## config.mk

```make
export PLATFORM = sky130hd
export DESIGN_NAME = gate_truth_table_seq
export DESIGN_NICKNAME = d
export VERILOG_FILES = /design/src/rtl/gate_truth_table_seq.sv
export SDC_FILE = /design/constraint.sdc
export NUM_CORES = 1
export LEC_CHECK = 0
export BUFFER_PORTS_ARGS = -buffer_cell sky130_fd_sc_hd__buf_4
export CORE_MARGIN = 2
export CORE_UTILIZATION = 53
export DETAILED_ROUTE_END_ITERATION = 16
export PLACE_DENSITY = 0.8
export SYNTH_ARGS = -nofsm -noshare
export SYNTH_HDL_FRONTEND = slang
export SYNTH_SLANG_ARGS = --single-unit
```

## constraint.sdc

```tcl
create_clock -name clk -period 2.1 [get_ports clk]
set_input_delay 0.21 -clock clk [delete_from_list [all_inputs] [get_ports clk]]
set_output_delay 0.21 -clock clk [all_outputs]
set_load 0.01 [all_outputs]
```

## src/rtl/gate_truth_table_seq.sv

```systemverilog
// gate_truth_table_seq
// Stimulus sequencer and response capture for a 2-input gate under test.
// On start it steps {in1,in2} through 00,01,10,11, holding each combination
// for HOLD_CYCLES clocks. It samples the gate output at the last edge of each
// hold window into table_out[{in1,in2}].
// Optional feature macro: EXPECT_CHECK_EN. When defined, the module adds the
// 'expected' input and the 'mismatch' output, and compares the captured table
// against the expected value at the end of the sweep.
module gate_truth_table_seq #(
    parameter int HOLD_CYCLES = 4,
    parameter int CNT_W       = 8
) (
    input  logic       clk,
    input  logic       rst,
    input  logic       start,
    input  logic       out,
`ifdef EXPECT_CHECK_EN
    input  logic [3:0] expected,
    output logic       mismatch,
`endif
    output logic       in1,
    output logic       in2,
    output logic       busy,
    output logic       done,
    output logic       valid,
    output logic [3:0] table_out
);

    typedef enum logic [1:0] {
        IDLE    = 2'd0,
        DRIVE   = 2'd1,
        DONE_ST = 2'd2
    } state_t;

    localparam logic [CNT_W-1:0] LAST_CNT = CNT_W'(HOLD_CYCLES - 1);

    state_t           state;
    state_t           state_nxt;
    logic [1:0]       idx;
    logic [1:0]       idx_nxt;
    logic [CNT_W-1:0] cnt;
    logic [CNT_W-1:0] cnt_nxt;
    logic             in1_nxt;
    logic             in2_nxt;
    logic             busy_nxt;
    logic             done_nxt;
    logic             valid_nxt;
    logic [3:0]       table_nxt;
    logic             hold_end;
`ifdef EXPECT_CHECK_EN
    logic [3:0]       expected_r;
    logic [3:0]       expected_nxt;
    logic             mismatch_nxt;
`endif

    // The last edge of the current hold window: the edge where the gate output is sampled
    assign hold_end = (state == DRIVE) && (cnt == LAST_CNT);

    // State register
    always_ff @(posedge clk or posedge rst) begin
        if (rst) begin
            state <= IDLE;
        end else begin
            state <= state_nxt;
        end
    end

    // Next-state logic: IDLE -> DRIVE on start, DRIVE -> DONE after combination 3, DONE -> IDLE
    always_comb begin
        state_nxt = state;
        case (state)
            IDLE: begin
                if (start) begin
                    state_nxt = DRIVE;
                end else begin
                    state_nxt = IDLE;
                end
            end
            DRIVE: begin
                if (hold_end && (idx == 2'd3)) begin
                    state_nxt = DONE_ST;
                end else begin
                    state_nxt = DRIVE;
                end
            end
            DONE_ST: state_nxt = IDLE;
            default: state_nxt = IDLE;
        endcase
    end

    // Output/datapath logic: next values of all registered outputs and counters
    always_comb begin
        idx_nxt   = idx;
        cnt_nxt   = cnt;
        in1_nxt   = 1'b0;
        in2_nxt   = 1'b0;
        busy_nxt  = 1'b0;
        done_nxt  = 1'b0;
        valid_nxt = valid;
        table_nxt = table_out;
`ifdef EXPECT_CHECK_EN
        expected_nxt = expected_r;
        mismatch_nxt = mismatch;
`endif
        case (state)
            IDLE: begin
                if (start) begin
                    idx_nxt   = 2'd0;
                    cnt_nxt   = '0;
                    table_nxt = 4'b0000;
                    valid_nxt = 1'b0;
                    busy_nxt  = 1'b1;
`ifdef EXPECT_CHECK_EN
                    expected_nxt = expected;
                    mismatch_nxt = 1'b0;
`endif
                end else begin
                    busy_nxt = 1'b0;
                end
            end
            DRIVE: begin
                busy_nxt = 1'b1;
                if (hold_end) begin
                    table_nxt[idx] = out;
                    if (idx == 2'd3) begin
                        busy_nxt  = 1'b0;
                        done_nxt  = 1'b1;
                        valid_nxt = 1'b1;
`ifdef EXPECT_CHECK_EN
                        mismatch_nxt = (table_nxt != expected_r);
`endif
                    end else begin
                        idx_nxt              = idx + 2'd1;
                        cnt_nxt              = '0;
                        {in1_nxt, in2_nxt}   = idx + 2'd1;
                    end
                end else begin
                    cnt_nxt            = cnt + CNT_W'(1);
                    {in1_nxt, in2_nxt} = idx;
                end
            end
            DONE_ST: begin
                busy_nxt = 1'b0;
                done_nxt = 1'b0;
            end
            default: begin
                busy_nxt = 1'b0;
                done_nxt = 1'b0;
            end
        endcase
    end

    // Output and datapath registers; every output is driven from a flop
    always_ff @(posedge clk or posedge rst) begin
        if (rst) begin
            idx       <= 2'd0;
            cnt       <= '0;
            in1       <= 1'b0;
            in2       <= 1'b0;
            busy      <= 1'b0;
            done      <= 1'b0;
            valid     <= 1'b0;
            table_out <= 4'b0000;
`ifdef EXPECT_CHECK_EN
            expected_r <= 4'b0000;
            mismatch   <= 1'b0;
`endif
        end else begin
            idx       <= idx_nxt;
            cnt       <= cnt_nxt;
            in1       <= in1_nxt;
            in2       <= in2_nxt;
            busy      <= busy_nxt;
            done      <= done_nxt;
            valid     <= valid_nxt;
            table_out <= table_nxt;
`ifdef EXPECT_CHECK_EN
            expected_r <= expected_nxt;
            mismatch   <= mismatch_nxt;
`endif
        end
    end

endmodule

```

==> impl_metrics.py <==
metrics = {
    "sta": {
        "setup_viol": 0,
        "rsz0062_at_grt": "false",
        "worst_pin_slew_ps": 765,
        "timing.hold.ws_ps": 41.8,
        "hold_violations": 0,
        "setup_tns_ps": 0,
        "post-route-period-util_pct": 86.0,
        "clock_skew_ps": 2.20,
        "drv_slew": 0,
        "relSlewSlack_pct": 49.0,
        "clock.fmax_mhz": 554,
        "layout_min_cycle_time_ps": 1810,
    },
    "layout": {
        "drive_above_1_share_pct": 19.5,
        "diodes": 0,
        "utilization_pct": 64.9,
        "area_growth_syn_to_layout_pct": 13.1,
        "finish.net_count": 124,
    },
    "yosys": {
        "yosysSeqAreaShare_pct": 49.4,
        "ys_types": 32,
        "ys_ff_latch": 20,
        "synthesis.instances": 99,
        "avgSynthCellArea_um2": 10.2,
        "ys_warn_count": 0,
        "syn-cell-area_mm2": 0.00101,
        "synth_nets": 108,
    },
    "setup_path": {
        "cp-startpoint": "cnt[0]$_DFFE_PP0P_",
        "reg2reg_from": "cnt[0]$_DFFE_PP0P_",
        "cp.arrival_ps": 2000,
        "path_cells": "ha_1 > nor4b_4 > and3_1 > o22ai_1 > a32o_1",
        "critPathSlowestCell": "dfrtp_1",
        "cp_top_family": "simple AND/OR/NAND/NOR gates",
        "cp-start-kind": "flop",
        "critPathMaxStageDelay_ps": 420,
        "crit_path_end_kind": "flop",
        "cp.required_ps": 2290,
        "critical_path_class": "reg2reg",
        "crit_fanout": 8,
        "crit_buf_inv": 0,
    },
    "die": {
        "die_x_um": 47.7,
        "die_h_um": 47.7,
        "placementRows": 15,
        "io_pins": 13,
        "die-area_mm2": 0.00228,
        "core_area_mm2": 0.00176,
        "initial_utilization_pct": 57.4,
    },
    "pwr": {
        "p_switching_uw": 493,
        "seqPwrFrac_pct": 51.2,
        "swShare_pct": 37.6,
        "p_per_area_mw_per_mm2": 1150,
        "p_comb_share_pct": 35.2,
        "internal_power_uw": 820,
        "pwr-share-clk_pct": 13.6,
        "ir_drop_mv": 0.712,
        "p_leak_uw": 0.000561,
    },
    "status": {
        "status": "finished, final reports clean",
    },
    "clocking": {
        "cts_resized": 0,
        "path_clk_slew_ps": 110,
        "post_cts_buffers": 0,
        "cts_tree": "done",
        "htree_levels": 1,
        "clockBufferDepth": 2,
        "clk_latency_ps": 290,
        "clkSinkCount": 20,
        "cts_made_buffers": 3,
        "hold_buffers": 0,
        "cts-root-buf": "clkbuf_4",
    },
    "routing": {
        "drt_iter0_markers": 50,
        "drcViolationCount": 0,
        "wirelength_mm": 1.92,
        "first_pass_iters": 4,
        "antenna_left": 0,
        "num_vias": 771,
        "wl_per_cell_um": 13.9,
        "vias_per_cell": 5.59,
    },
    "global_route": {
        "first_global_vias": 686,
        "grt_pass1_wl_mm": 3.10,
        "grt-ovfl-total": 0,
        "antenna_found_initial": 0,
        "grt_max_degree": 21,
        "grt_usage_pct": 20.2,
    },
    "place": {
        "hpwl_mm": 1.45,
        "gp_congestion": 0.869,
        "numPortBuffers": 12,
    },
    "flow_run": {
        "timing.max_cap.violations": 0,
    },
    "hold_path": {
        "hold_path_class": "in2async",
    },
}
==> worst register-to-register path, cell delays in order, from the launching register on <==
cell and delay (ps):
dfrtp_1 420, ha_1 260, nor4b_4 300, and3_1 380, o22ai_1 140, a32o_1 220
==> synthesized netlist by cell type <==
library cell | instances | share of area (%)
o21ai_0 | 2 | 0.99
a21oi_1 | 4 | 2.0
o2bb2ai_1 | 1 | 0.87
ha_1 | 5 | 6.2
nor3_1 | 2 | 0.99
and3_1 | 1 | 0.62
o21ai_1 | 1 | 0.49
buf_6 | 1 | 1.1
o22ai_1 | 2 | 1.2
a22o_2 | 1 | 0.99
nand2b_1 | 1 | 0.62
inv_1 | 8 | 3.0
a31oi_1 | 2 | 1.2
nor4b_4 | 1 | 2.3
xnor2_1 | 2 | 1.7
a22o_1 | 1 | 0.87
nand4_1 | 1 | 0.62
dfrtp_1 | 20 | 49
nand2_2 | 1 | 0.62
nor3_2 | 1 | 0.99
inv_2 | 1 | 0.37
nor2b_1 | 1 | 0.62
a41oi_1 | 1 | 0.87
mux2i_1 | 5 | 4.9
nand2_1 | 13 | 4.8
o21a_1 | 2 | 1.5
nor2_1 | 8 | 3.0
a21o_1 | 1 | 0.74
o21ai_2 | 2 | 1.7
and2_1 | 1 | 0.62
nand3_1 | 4 | 2.0
a32o_1 | 2 | 2.0
==> worst paths after layout <==
| kind | end | slack, ps | cells after the start |
|---|---|---|---|
| setup / recovery | table_out[3]$_DFFE_PP0P_ | 290 | 5 |
| hold / removal | cnt[3]$_DFFE_PP0P_ | 40 | 2 |
| setup reg to reg | table_out[3]$_DFFE_PP0P_ | 290 | 5 |
| hold reg to reg | valid$_DFFE_PP0P_ | 500 | 1 |
| max in group asynchronous | table_out[3]$_DFFE_PP0P_ | 1580 | 2 |
| min in group clk | table_out[3]$_DFFE_PP0P_ | 180 | 2 |
==> layout make-up <==
cell class / instances / area [µm²]
clock buffer: 3 / 22.5
tap: 25 / 31.3
inverter: 9 / 33.8
sequential: 20 / 500
timing repair buffer: 12 / 90.1
fill: 150 / 619
multi-input combinational: 69 / 467
==> flip-flops by register name (all words and copies together), names as in the netlist <==
register   flops
done           1
table_out      4
valid          1
idx            2
in2            1
busy           1
in1            1
state          1
cnt            8
==> power by group through the flow <==
stage | clock [µW] | combinational [µW] | sequential [µW]
after floorplan | 0 | 328 | 666
after global placement | 0 | 443 | 672
after detailed placement | 0 | 467 | 674
after CTS | 178 | 468 | 669
after global routing | 197 | 531 | 694
final | 179 | 463 | 672
==> cells in the final DEF (no fill, tap or decap), types with 2 or more instances in the layout <==
cell,n
dfrtp_1,20
nand2_1,13
buf_4,12
nor2_1,8
inv_1,8
mux2i_1,5
ha_1,5
a21oi_1,4
nand3_1,4
clkbuf_4,3
o21ai_2,2
o22ai_1,2
a32o_1,2
o21a_1,2
xnor2_1,2
a31oi_1,2
o21ai_0,2
nor3_1,2
==> stage by stage <==
stage / setup WS (ps) / total power [µW] / instances / instance area (µm²)
CTS: 309 / 1310 / 138 / 1140
detailed placement: 345 / 1140 / 135 / 1120
global placement: 395 / 1120 / 135 / 1120
finish: 295 / 1310 / 138 / 1140
global route: 155 / 1420 / 138 / 1140
floorplan: 528 / 994 / 99 / 1010
==> routing by layer <==
metal	global-route usage, %	wire [µm]	up-vias
li1	-	-	376
met1	30.1	930	363
met2	26.4	850	25
met3	5.66	97	7
met4	10.3	42	0
met5	0	0	-
==> kinds of logic after synthesis <==
group / Yosys count / share of synthesized area, %
flip-flops: 20 / 49.4
AO/OA/AOI/OAI: 22 / 15.5
adder cells (fa/ha/maj): 5 / 6.18
XOR/XNOR: 2 / 1.73
multiplexers: 5 / 4.94
AND/OR/NAND/NOR: 35 / 17.8
buffers and inverters: 10 / 4.45
(Power assumes the default switching activity.)
